<file path="src/rtl/dff_share_pkg.sv">
`default_nettype none
// ============================================================================
// Module      : dff_share_pkg
// Description : Command codes, FSM states and helpers for dff_share_arbiter.
// Revision    : 1.0 - initial release
// ============================================================================
package dff_share_pkg;

    localparam logic [1:0] CMD_LOAD  = 2'b00;
    localparam logic [1:0] CMD_CLEAR = 2'b01;
    localparam logic [1:0] CMD_SET   = 2'b10;
    localparam logic [1:0] CMD_HOLD  = 2'b11;

    typedef enum logic [1:0] {
        ST_IDLE  = 2'b00,
        ST_GRANT = 2'b01,
        ST_ACK   = 2'b10
    } state_t;

    // Pointer width that still works when NREQ is not a power of two.
    function automatic int ptr_width(input int n);
        return (n > 1) ? $clog2(n) : 1;
    endfunction

endpackage
`default_nettype wire

</file>
<file path="src/rtl/dff_share_arbiter_if.sv">
`default_nettype none
// ============================================================================
// Module      : dff_share_arbiter_if
// Description : Requester-side bus of the shared-register arbiter.
// Revision    : 1.0 - initial release
// ============================================================================
interface dff_share_arbiter_if #(
    parameter int NREQ  = 4,
    parameter int WIDTH = 8
);
    logic [NREQ-1:0]       req;
    logic [2*NREQ-1:0]     cmd;
    logic [WIDTH*NREQ-1:0] wdata;
    logic [NREQ-1:0]       gnt;
    logic [NREQ-1:0]       ack;
    logic [WIDTH-1:0]      q;
    logic                  busy;

    modport master (output req, cmd, wdata, input gnt, ack, q, busy);
    modport slave  (input req, cmd, wdata, output gnt, ack, q, busy);
endinterface
`default_nettype wire

</file>
<file path="src/rtl/dff_share_arbiter_rr_pick.sv">
`default_nettype none
// ============================================================================
// Module      : rr_pick
// Description : Combinational round-robin picker, search starts at ptr+1.
// Revision    : 1.0 - initial release
// ============================================================================
module rr_pick
    import dff_share_pkg::*;
#(
    parameter int NREQ = 4,
    parameter int PW   = ptr_width(NREQ)
) (
    input  logic [NREQ-1:0] req,
    input  logic [PW-1:0]   ptr,
    output logic [NREQ-1:0] winner,
    output logic [PW-1:0]   idx,
    output logic            valid
);

    logic [PW-1:0] w_cand;

    always_comb begin
        winner = '0;
        idx    = '0;
        valid  = 1'b0;
        w_cand = '0;
        // ptr itself is visited last so the previous grantee has lowest priority.
        for (int k = 1; k <= NREQ; k++) begin
            w_cand = PW'((int'(ptr) + k) % NREQ);
            if (!valid && req[w_cand]) begin
                winner[w_cand] = 1'b1;
                idx            = w_cand;
                valid          = 1'b1;
            end
        end
    end

endmodule
`default_nettype wire

</file>
<file path="src/rtl/dff_share_arbiter.sv">
`default_nettype none
// ============================================================================
// Module      : dff_share_arbiter
// Description : Round-robin owner of one shared clear/preset/load register.
// Revision    : 1.0 - initial release
// ============================================================================
module dff_share_arbiter
    import dff_share_pkg::*;
#(
    parameter int NREQ  = 4,
    parameter int WIDTH = 8
) (
    input  logic              clk,
    input  logic              Rs,
    dff_share_arbiter_if.slave bus
);

    localparam int PW = ptr_width(NREQ);

    state_t           r_state;
    logic [PW-1:0]    r_ptr;
    logic [PW-1:0]    r_sel;
    logic [NREQ-1:0]  r_gnt;
    logic [NREQ-1:0]  r_ack;
    logic [WIDTH-1:0] r_q;

    logic [NREQ-1:0]  w_winner;
    logic [PW-1:0]    w_idx;
    logic             w_valid;
    logic [1:0]       w_cmd;
    logic [WIDTH-1:0] w_wdata;
    logic [WIDTH-1:0] w_q_next;

    rr_pick #(
        .NREQ (NREQ),
        .PW   (PW)
    ) u_pick (
        .req    (bus.req),
        .ptr    (r_ptr),
        .winner (w_winner),
        .idx    (w_idx),
        .valid  (w_valid)
    );

    assign w_cmd   = bus.cmd[2*r_sel +: 2];
    assign w_wdata = bus.wdata[WIDTH*r_sel +: WIDTH];

    always_comb begin
        w_q_next = r_q;
        case (w_cmd)
            CMD_LOAD:  w_q_next = w_wdata;
            CMD_CLEAR: w_q_next = '0;
            CMD_SET:   w_q_next = '1;
            default:   w_q_next = r_q;
        endcase
    end

    always_ff @(posedge clk or negedge Rs) begin
        if (!Rs) begin
            r_state <= ST_IDLE;
            r_ptr   <= PW'(NREQ - 1);
            r_sel   <= '0;
            r_gnt   <= '0;
            r_ack   <= '0;
            r_q     <= '0;
        end else begin
            case (r_state)
                ST_IDLE: begin
                    if (w_valid) begin
                        r_gnt   <= w_winner;
                        r_sel   <= w_idx;
                        r_state <= ST_GRANT;
                    end
                end
                ST_GRANT: begin
                    r_gnt <= '0;
                    // A grantee that lets go of req before completion aborts silently.
                    if (bus.req[r_sel]) begin
                        r_q     <= w_q_next;
                        r_ack   <= r_gnt;
                        r_ptr   <= r_sel;
                        r_state <= ST_ACK;
                    end else begin
                        r_state <= ST_IDLE;
                    end
                end
                ST_ACK: begin
                    r_ack   <= '0;
                    r_state <= ST_IDLE;
                end
                default: begin
                    r_gnt   <= '0;
                    r_ack   <= '0;
                    r_state <= ST_IDLE;
                end
            endcase
        end
    end

    assign bus.gnt  = r_gnt;
    assign bus.ack  = r_ack;
    assign bus.q    = r_q;
    assign bus.busy = (r_state != ST_IDLE);

endmodule
`default_nettype wire

</file>
<file path="src/flat_wrapper.sv">
// flat-port wrapper written by rule: the top's interface ports become plain ports
module dff_share_arbiter_flat import dff_share_pkg::*;
#(
    parameter int NREQ  = 4,
    parameter int WIDTH = 8
)
  (clk, Rs, bus_req, bus_cmd, bus_wdata, bus_gnt, bus_ack, bus_q, bus_busy);
  dff_share_arbiter_if #(.NREQ(NREQ), .WIDTH(WIDTH)) bus_i ();
  input  logic clk;
  input  logic Rs;
  input wire logic [$bits(bus_i.req)-1:0] bus_req;
  input wire logic [$bits(bus_i.cmd)-1:0] bus_cmd;
  input wire logic [$bits(bus_i.wdata)-1:0] bus_wdata;
  output wire logic [$bits(bus_i.gnt)-1:0] bus_gnt;
  output wire logic [$bits(bus_i.ack)-1:0] bus_ack;
  output wire logic [$bits(bus_i.q)-1:0] bus_q;
  output wire logic [$bits(bus_i.busy)-1:0] bus_busy;
  assign bus_i.req = bus_req;
  assign bus_i.cmd = bus_cmd;
  assign bus_i.wdata = bus_wdata;
  assign bus_gnt = bus_i.gnt;
  assign bus_ack = bus_i.ack;
  assign bus_q = bus_i.q;
  assign bus_busy = bus_i.busy;
  dff_share_arbiter #(.NREQ(NREQ), .WIDTH(WIDTH)) u_core (.clk(clk), .Rs(Rs), .bus(bus_i));
endmodule
</file>
<file path="config.mk">
export PLATFORM = sky130hd
export DESIGN_NAME = dff_share_arbiter_flat
export DESIGN_NICKNAME = d
export VERILOG_FILES = /design/src/rtl/dff_share_pkg.sv /design/src/rtl/dff_share_arbiter_if.sv /design/src/rtl/dff_share_arbiter_rr_pick.sv /design/src/rtl/dff_share_arbiter.sv /design/src/flat_wrapper.sv
export SDC_FILE = /design/constraint.sdc
export NUM_CORES = 1
export LEC_CHECK = 0
export CAP_MARGIN = 20
export CORE_AREA = 2 2 74 69
export DETAILED_ROUTE_END_ITERATION = 12
export DIE_AREA = 0 0 76 71
export PLACE_DENSITY_LB_ADDON = 0.3
export REMOVE_ABC_BUFFERS = 1
export SLEW_MARGIN = 10
export SYNTH_ARGS = -nofsm -noshare
export SYNTH_HDL_FRONTEND = slang
export SYNTH_SLANG_ARGS = --single-unit
</file>
<file path="constraint.sdc">
create_clock -name clk -period 3.85 [get_ports clk]
set_input_delay 1.155 -clock clk [delete_from_list [all_inputs] [get_ports clk]]
set_output_delay 1.155 -clock clk [all_outputs]
set_load 0.01 [all_outputs]
</file>
# Yosys cells after proc, flatten, opt, wreduce, memory -nomap -nowiden

Cells that the tools add are included.

Memories: 0
Memory bits (read-only): 0
Bits in latches: 0
RAM bits: 0
Register bits: 22
Word-level logic and storage cells: 89

Reduce and logical (&&, ||, !) cells: 19
Order comparisons: 9
Divide/modulo/power cells: 0
$add $sub $neg: 4
Bitwise logic cells: 5
Shift-type cells: 2
Eq/ne operators: 6
Mux-type cells: 38
Multiply operators: 0

Operator list:

| operator                                                                     | count |
|---|---|
| 32-bit by 6-bit variable part select with 8-bit output                       | 1 |
| 4-bit 2-to-1 mux                                                             | 6 |
| 8-bit one-hot mux with 3 select lines                                        | 1 |
| 4-bit one-hot mux with 2 select lines                                        | 2 |
| 2-bit by 3-bit less-than comparator with 1-bit output, second input constant | 5 |
| 1-bit 2-to-1 mux                                                             | 13 |
| 2-bit 2-to-1 mux                                                             | 6 |
| 4-bit bitwise OR                                                             | 3 |
| 1-bit binary-select mux with 2-bit select                                    | 5 |
| 1-bit demux with 2-bit select                                                | 4 |
| 2-bit by 1-bit >= comparator with 1-bit output, second input constant        | 4 |
| 2-bit AND reduction                                                          | 4 |
| 8-bit by 4-bit variable part select with 2-bit output                        | 1 |
| 1-bit logical AND                                                            | 7 |
| 2-bit by 1-bit adder with 2-bit output, second input constant                | 2 |
| 2-bit adder, second input constant                                           | 2 |
| 2-bit by 1-bit equality test with 1-bit output, second input constant        | 2 |
| 2-bit equality test, second input constant                                   | 2 |
| 2-bit zero test                                                              | 2 |
| 2-bit one-hot mux with 2 select lines                                        | 1 |
| 1-bit zero test                                                              | 3 |
| 3-bit AND reduction                                                          | 1 |
| 3-bit nonzero test                                                           | 1 |
| 2-bit by 1-bit inequality test with 1-bit output, second input constant      | 1 |
| 3 further kinds                                                              | 4 |

# Longest topological paths before layout

Gate-level depths: netlist of the first run.

Depth in word-level cells: 15
Depth in mapped cells: 9
Mapped depth without buffers: 7

# By module

Synthesis of the first run repeated with hierarchy kept, for this count alone.

Cell total of the unflattened synthesis: 189
Area total of the unflattened synthesis: 1893.1 um^2

By module, submodules not included:

| module            | cells each | instances | area each (um^2) |
|---|---|---|---|
| dff_share_arbiter | 103        | 1         | 1263.7 |
| rr_pick           | 86         | 1         | 629.4 |

# Worst setup path after synthesis of the first run

Ideal clock, no wire load.

Kind: reg2reg
Start point: register u_core.r_ptr[1]
End point: register u_core.r_sel[0]
Period minus slack after synthesis: 2923 ps
Arrival time: 2798 ps
Path buffers: 2
Setup slack: 927 ps
Data required time: 3725 ps
Cell stages (with the launch flop): 10
Cells stage by stage: dfstp_2 -> clkbuf_1 -> inv_1 -> ha_1 -> buf_2 -> mux4_2 -> or3_4 -> nor2_4 -> nor2_2 -> mux2_4

Longest elaborated chain between the ends: 14
Elaborated cells between the ends (all ways): 27
Those cells by class: 4 x add/sub; 16 x mux; 7 x reduce/logical

RTL lines:

| what                                      | RTL line                        | text |
|---|---|---|
| from (decl)                               | dff_share_arbiter.sv:21         | `logic [PW-1:0] r_ptr;` |
| from (signal assigned)                    | dff_share_arbiter.sv:61         | `r_ptr <= PW'(NREQ - 1);` |
| from (signal assigned)                    | dff_share_arbiter.sv:81         | `r_ptr <= r_sel;` |
| 2-bit by 1-bit adder with 2-bit output    | dff_share_arbiter_rr_pick.sv:29 | `w_cand = PW'((int'(ptr) + k) % NREQ);` |
| 1-bit binary-select mux with 2-bit select | dff_share_arbiter_rr_pick.sv:30 | `if (!valid && req[w_cand]) begin` |
| 1-bit 2-to-1 mux (not written as such)    | dff_share_arbiter_rr_pick.sv:30 |  |
| 1-bit 2-to-1 mux                          | dff_share_arbiter_rr_pick.sv:30 |  |
| 1-bit zero test                           | dff_share_arbiter_rr_pick.sv:30 |  |
| 1-bit logical AND                         | dff_share_arbiter_rr_pick.sv:30 |  |
| 1-bit 2-to-1 mux                          | dff_share_arbiter_rr_pick.sv:30 |  |
| 1-bit zero test                           | dff_share_arbiter_rr_pick.sv:30 |  |
| 1-bit logical AND                         | dff_share_arbiter_rr_pick.sv:30 |  |
| 1-bit 2-to-1 mux                          | dff_share_arbiter_rr_pick.sv:30 |  |
| 1-bit zero test                           | dff_share_arbiter_rr_pick.sv:30 |  |
| 1-bit logical AND                         | dff_share_arbiter_rr_pick.sv:30 |  |
| 1-bit 2-to-1 mux                          | dff_share_arbiter_rr_pick.sv:30 |  |
| 2-bit AND reduction (no source line)      | n/a                             |  |
| to (signal assigned)                      | dff_share_arbiter.sv:71         | `r_sel <= w_idx;` |
| to (decl)                                 | dff_share_arbiter.sv:22         | `logic [PW-1:0] r_sel;` |

Parallel ways exist; a longest one is shown, timed or not. The select of a mux whose other input is x is not followed.
A chain may end at the register's enable or synchronous reset.

# Final worst setup path of the first run

Start point: input bus_req[3]
End point: register u_core.r_sel[1]

Longest elaborated chain between the ends: 13
Elaborated cells between the ends (all ways): 23
Those cells by class: 16 x mux; 7 x reduce/logical

RTL lines:

| what                                      | RTL line                        | text |
|---|---|---|
| from (decl)                               | flat_wrapper.sv:11              | `input wire logic [$bits(bus_i.req)-1:0] bus_req;` |
| 1-bit binary-select mux with 2-bit select | dff_share_arbiter_rr_pick.sv:30 |  |
| 1-bit 2-to-1 mux (not written as such)    | dff_share_arbiter_rr_pick.sv:30 |  |
| 1-bit 2-to-1 mux                          | dff_share_arbiter_rr_pick.sv:30 |  |
| 1-bit zero test                           | dff_share_arbiter_rr_pick.sv:30 |  |
| 1-bit logical AND                         | dff_share_arbiter_rr_pick.sv:30 |  |
| 1-bit 2-to-1 mux                          | dff_share_arbiter_rr_pick.sv:30 |  |
| 1-bit zero test                           | dff_share_arbiter_rr_pick.sv:30 |  |
| 1-bit logical AND                         | dff_share_arbiter_rr_pick.sv:30 |  |
| 1-bit 2-to-1 mux                          | dff_share_arbiter_rr_pick.sv:30 |  |
| 1-bit zero test                           | dff_share_arbiter_rr_pick.sv:30 |  |
| 1-bit logical AND                         | dff_share_arbiter_rr_pick.sv:30 |  |
| 1-bit 2-to-1 mux                          | dff_share_arbiter_rr_pick.sv:30 |  |
| 2-bit AND reduction (no source line)      | n/a                             |  |

Parallel ways exist; a longest one is shown, timed or not. The select of a mux whose other input is x is not followed.

==> results of run 1 <==
worst paths after layout:
kind | start | end | slack, ns | cells past startpoint
min in group asynchronous | Rs | u_core.bus.q[7]$_DFFE_PN0P_ | 1.24 | 1
hold / removal | u_core.bus.q[1]$_DFFE_PN0P_ | u_core.bus.q[1]$_DFFE_PN0P_ | 0.49 | 2
hold reg to reg | u_core.bus.q[1]$_DFFE_PN0P_ | u_core.bus.q[1]$_DFFE_PN0P_ | 0.49 | 2
setup reg to reg | u_core.r_ptr[1]$_DFFE_PN1P_ | u_core.r_sel[1]$_DFFE_PN0P_ | 0.85 | 7
setup / recovery | bus_req[3] | u_core.r_sel[1]$_DFFE_PN0P_ | 0.66 | 6
max in group asynchronous | Rs | u_core.r_sel[0]$_DFFE_PN0P_ | 2.13 | 2
metal layers:
layer,part of all wire,GRT usage
met1,0.48,0.238
met4,0.0043,0.0343
met5,0,0
met3,0.034,0.0230
met2,0.48,0.290
sequential cells by signal (all words and copies together) (netlist names):
| name | count |
|---|---|
| u_core.bus.q | 8 |
| u_core.bus.ack | 4 |
| u_core.r_state | 2 |
| u_core.bus.gnt | 4 |
| u_core.r_ptr | 2 |
| u_core.r_sel | 2 |
power by group:
group | switching [W] | total [W] | internal [W]
clock | 0.0000734 | 0.000212 | 0.000139
sequential | 0.000116 | 0.000458 | 0.000342
combinational | 0.000631 | 0.00131 | 0.000681
per-stage QoR:
stage | setup WS (ns) | hold WS [ns] | utilization | cells | power (W)
after floorplan | 0.956 | 0.516 | - | 154 | 0.00135
after global placement | 0.432 | 0.461 | 0.527 | 284 | 0.00176
after detailed placement | 0.384 | 0.471 | 0.527 | 284 | 0.00178
after CTS | 0.660 | 0.490 | 0.542 | 288 | 0.00199
after global routing | 0.555 | 0.521 | 0.544 | 289 | 0.00215
final | 0.657 | 0.486 | 0.544 | 289 | 0.00198
worst min-delay path: stages (launching register included):
cell,delay [ns]
dfrtp_1,0.35
nand2_1,0.05
o21ai_0,0.06
area by class of cell:
| class | count | share of cell area |
|---|---|---|
| clock inverter | 1 | 0.0119 |
| multi-input combinational | 126 | 0.454 |
| tap | 65 | 0.0321 |
| clock buffer | 3 | 0.0163 |
| inverter | 6 | 0.00889 |
| timing repair buffer | 66 | 0.258 |
| sequential | 22 | 0.218 |
synthesized netlist by cell type, types with 2 or more instances:
| cell | number | area [µm²] |
|---|---|---|
| dfrtp_1 | 20 | 500 |
| mux4_2 | 15 | 338 |
| nand2_1 | 14 | 52.6 |
| a21oi_1 | 11 | 55.1 |
| o21ai_0 | 11 | 55.1 |
| ha_1 | 10 | 125 |
| a22o_1 | 8 | 70.1 |
| inv_1 | 6 | 22.5 |
| nand2b_1 | 6 | 37.5 |
| buf_2 | 5 | 25.0 |
| clkbuf_1 | 5 | 18.8 |
| mux2i_1 | 5 | 50.1 |
| nor2b_1 | 5 | 31.3 |
| o22ai_1 | 5 | 31.3 |
| a221oi_1 | 4 | 35.0 |
| a31o_2 | 4 | 35.0 |
| o2bb2ai_1 | 4 | 35.0 |
| a211oi_1 | 3 | 22.5 |
| buf_1 | 3 | 11.3 |
| mux2_2 | 3 | 33.8 |
| nor2_1 | 3 | 11.3 |
| dfstp_2 | 2 | 52.6 |
| nor2_4 | 2 | 22.5 |
| nor3b_1 | 2 | 15.0 |
cells by family after synthesis:
logic type / share of synthesized area
multiplexers: 0.244
buffers and inverters: 0.0495
adder cells (fa/ha/maj): 0.0698
AND/OR/NAND/NOR: 0.116
flip-flops: 0.308
AO/OA/AOI/OAI: 0.213
==> results.md, run 1 <==
* Status: completed
* Count of different cell masters after synthesis at 36
* Antenna-violating nets left at 0
* Cell-by-cell trace of the critical path: clkdlybuf4s50_1 > mux4_2 > or3_4 > nor2_4 > a311oi_1 > o32ai_1
* Critical Path AT at 3.35 ns
* CP max stage delay at 0.64 ns
* TritonCTS Buffers at 3
* Total track usage at 0.171
* Clock Path Buffers at 2
* Slew @ Worst Pin at 0.612 ns
* # setup viols final at 0
* Synth Instances at 168
* Post-Syn Area at 1790 µm²
* Hpwl dp at 3.48 mm
* Setup TNS at 0 ns
* Worst Path Required at 4.01 ns
* Final WL at 4.47 mm
* Fin. Hold Viols at 0
* Cell at the slowest stage of the critical path: mux4_2
* H-tree lvl count at 1
* Final Cell Area at 2530 µm²
* Buf+Inv Stages, Crit Path at 1
* Vias at 1524
* CTS tree: yes
* # resized after CTS at 0
* Fmax at 0.313 GHz
* GPL Wtd Cong at 0.829
* Drt wl/cell at 15.5 µm
* Initial Util at 0.385
* Row cnt at 24
* HP Class: reg -> reg
* Most common cell after layout, fill and taps aside: clkdlybuf4s50_1
* Ys flop type: dfrtp_1
* Min cycle time layout at 3.19 ns
* IO Count at 63
* Die H at 71 µm
* Startpoint types: input pin
* Inserted Diodes at 0
* Slew margin rel. at 0.591
* Cell Area, Placed at 2450 µm²
* Yosys Warn Count at 0
* Max FO, Critical Path at 14
* Vias in the first global route at 1450
* Hold Buf Count CTS at 0
* Pwr Density at 783 nW/µm²
* Critical path capture point type: flip-flop
* First DRT Iteration DRCs at 39
* Die area at 5400 µm²
* Register bit total from synthesis at 22
* Register Area at 553 µm²
* Seq/Total Area, Yosys at 0.308
* Top delay family on crit path: multiplexers
* Root Driver: clkbuf_8
* Fill count at 413
* # port buffers at 62
* Initial antenna violation count at 0
* Pleak at 1.00 nW
* Mean area per synthesized cell at 10.7 µm²
* Setup CP Type: in -> reg
* Total core area at 4650 µm²
* CTS Sinks at 22
* First-pass GRT wire length at 7.51 mm
* Final #Nets at 281
* RSZ-0062 raised after global routing: no
* Slew Viols, Final at 0
* Most frequent cells in the layout: 62 x clkdlybuf4s50_1, 20 x dfrtp_1, 15 x mux4_2
* 1st-pass router iterations at 4
* Period utilisation layout at 0.829
* Clock slew at reported path FFs at 0.08 ns
* Async set-reset flop share out of synthesis at 1.00
* Chip width at 76 µm
* Area of the multi-input gates at 1150 µm²
* Number of post-CTS setup repair buffers at 0
* Pin count of the biggest net entering global routing at 24
* Worst skew pair latency at 0.26 ns
* DRC viols at 0
* Maxcap violations at 0
* Number of enable flip-flop cells after synthesis at 0
* Vias per cell at 5.27
* GRT overflow at 0
* Peak supply drop at 0.000356 V
* Area growth from synthesis to layout at 41.3%
* Clock skew at 0.00234 ns
* Layout cell share with drive strength beyond 1 at 0.174
Note: power is estimated with default switching activity, not from simulation.
==> run 2, diff against run 1 <==
==> constraint.sdc (replaced) <==
create_clock -name clk -period 3.3 [get_ports clk]
set_input_delay 0.99 -clock clk [delete_from_list [all_inputs] [get_ports clk]]
set_output_delay 0.99 -clock clk [all_outputs]
set_load 0.01 [all_outputs]
==> run 2 against run 1 <==
- setup slack worse by 0.25 ns
- worst hold slack worse by 0.0078 ns
- combinational power is 27% higher
- register-to-register slack worse by 0.22 ns
- core utilization is 1.5 points higher
- sequential cell count stayed put
- critical path depth is 1 higher
- global-route usage is 0.20 points higher
- critical endpoint is now u_core.bus.gnt[0]$_DFFE_PN0P_
- cell count is 3.5% higher
- sequential power is 4.6% higher
==> results.md, run 2 (same netlist as run 1, synthesis figures left out) <==
* Pre-CTS WS at 0.166 ns
* Slew margin rel. at 0.744
* Vias at 1562
* Fmax at 0.346 GHz
* RSZ-0062 raised after global routing: no
* Startpoint types: input pin
* Clock slew at reported path FFs at 0.08 ns
* Hold Buf Count CTS at 0
* Inserted Diodes at 0
* # port buffers at 62
* Setup TNS at 0 ns
* Net Sw Frac at 0.403
* CTS tree: yes
* Worst Path Required at 3.45 ns
* Critical Path AT at 3.04 ns
* Net Sw Power at 0.000963 W
* Pin count of the biggest net entering global routing at 24
* Worst skew pair latency at 0.26 ns
* Period utilisation layout at 0.877
* Clk pwr share at 0.102
* Slew @ Worst Pin at 0.373 ns
* Peak supply drop at 0.000420 V
* Area growth from synthesis to layout at 45.3%
* Min cycle time layout at 2.89 ns
* Pwr Density at 917 nW/µm²
* Final cell count without fillers at 299
* Hpwl dp at 3.62 mm
* Die H at 71 µm
* Maxcap violations at 0
* Drt wl/cell at 14.9 µm
* Final Cell Area at 2610 µm²
* Largest register FFs at 8
* Clock skew at 0.00272 ns
* Layout cell share with drive strength beyond 1 at 0.209
* Number of post-CTS setup repair buffers at 0
* HP Class: reg -> reg
* Flop pwr share at 0.201
* Clock Path Buffers at 2
* # resized after CTS at 0
* Total track usage at 0.173
* 1st-pass router iterations at 4
* Final #Nets at 291
* Slew Viols, Final at 0
* Most common cell after layout, fill and taps aside: clkdlybuf4s50_1
* Pleak at 1.05 nW
* Fill count at 422
* TritonCTS Buffers at 3
* GRT overflow at 0
* Post-route setup slack at 0.407 ns
* Status: completed
* Chip width at 76 µm
* Max FO, Critical Path at 10
* Cell Area, Placed at 2530 µm²
* Most frequent cells in the layout: 62 x clkdlybuf4s50_1, 20 x dfrtp_1, 15 x mux4_2
* Die area at 5400 µm²
* Vias in the first global route at 1492
* # setup viols final at 0
* Total core area at 4650 µm²
* Row cnt at 24
* Initial antenna violation count at 0
* First DRT Iteration DRCs at 22
* Setup CP Type: in -> reg
* H-tree lvl count at 1
* Vias per cell at 5.22
* Root Driver: clkbuf_8
* Initial Util at 0.385
* Placed Cells at 295
* Critical path capture point type: flip-flop
* Internal Pwr Total at 0.00143 W
* CTS Sinks at 22
* GPL Wtd Cong at 0.846
* Fin. Hold Viols at 0
* DRC viols at 0
* IO Count at 63
* Antenna-violating nets left at 0
* Final WL at 4.44 mm
* Comb power frac at 0.697
* First-pass GRT wire length at 7.48 mm
* Fin util at 0.560
run 2: path summary, 6_finish.rpt:
path,from,end,slack [ns],cells after the start
setup / recovery,bus_req[2],u_core.bus.gnt[0]$_DFFE_PN0P_,0.41,7
hold / removal,u_core.bus.q[0]$_DFFE_PN0P_,u_core.bus.q[0]$_DFFE_PN0P_,0.48,2
setup reg to reg,u_core.r_ptr[1]$_DFFE_PN1P_,u_core.bus.gnt[0]$_DFFE_PN0P_,0.63,8
hold reg to reg,u_core.bus.q[0]$_DFFE_PN0P_,u_core.bus.q[0]$_DFFE_PN0P_,0.48,2
max in group asynchronous,Rs,u_core.r_ptr[0]$_DFFE_PN1P_,1.95,2
min in group asynchronous,Rs,u_core.bus.q[7]$_DFFE_PN0P_,1.08,2
run 2: power by group through the flow:
stage | Combinational, W | Sequential [W] | Clock [W]
after floorplan | 0.000984 | 0.000593 | 0
after global placement | 0.00165 | 0.000486 | 0
after detailed placement | 0.00167 | 0.000485 | 0
after CTS | 0.00167 | 0.000481 | 0.000249
after global routing | 0.00183 | 0.000498 | 0.000262
final | 0.00167 | 0.000479 | 0.000244
run 2: through the flow:
step                power (W)  hold WS (ns)
finish                0.00239         0.478
global route          0.00259         0.514
CTS                   0.00240         0.487
detailed placement    0.00215         0.469
global placement      0.00214         0.465
floorplan             0.00158         0.516
run 2: worst max-delay path: stages:
cell             delay [ns]
clkdlybuf4s50_1        0.55
mux4_2                 0.53
buf_4                  0.18
a31o_2                 0.21
a221oi_1               0.24
o2bb2ai_1              0.12
a22o_1                 0.23
run 2: cell type report:
cell class | instances | area (µm²) | share of cell area
Multi-Input combinational cell | 126 | 1150 | 0.442
Timing Repair Buffer | 76 | 726 | 0.279
Sequential cell | 22 | 553 | 0.212
Tap cell | 65 | 81.3 | 0.0312
Clock buffer | 3 | 41.3 | 0.0159
Clock inverter | 1 | 30.0 | 0.0115
Inverter | 6 | 22.5 | 0.00865
run 2: metal layers:
layer  GRT usage  share of wire  vias to the layer above
li1            -              -                      773
met1       0.241           0.47                      748
met2       0.279           0.47                       37
met3      0.0281          0.037                        4
met4      0.0566          0.014                        0
met5           0              0                        -
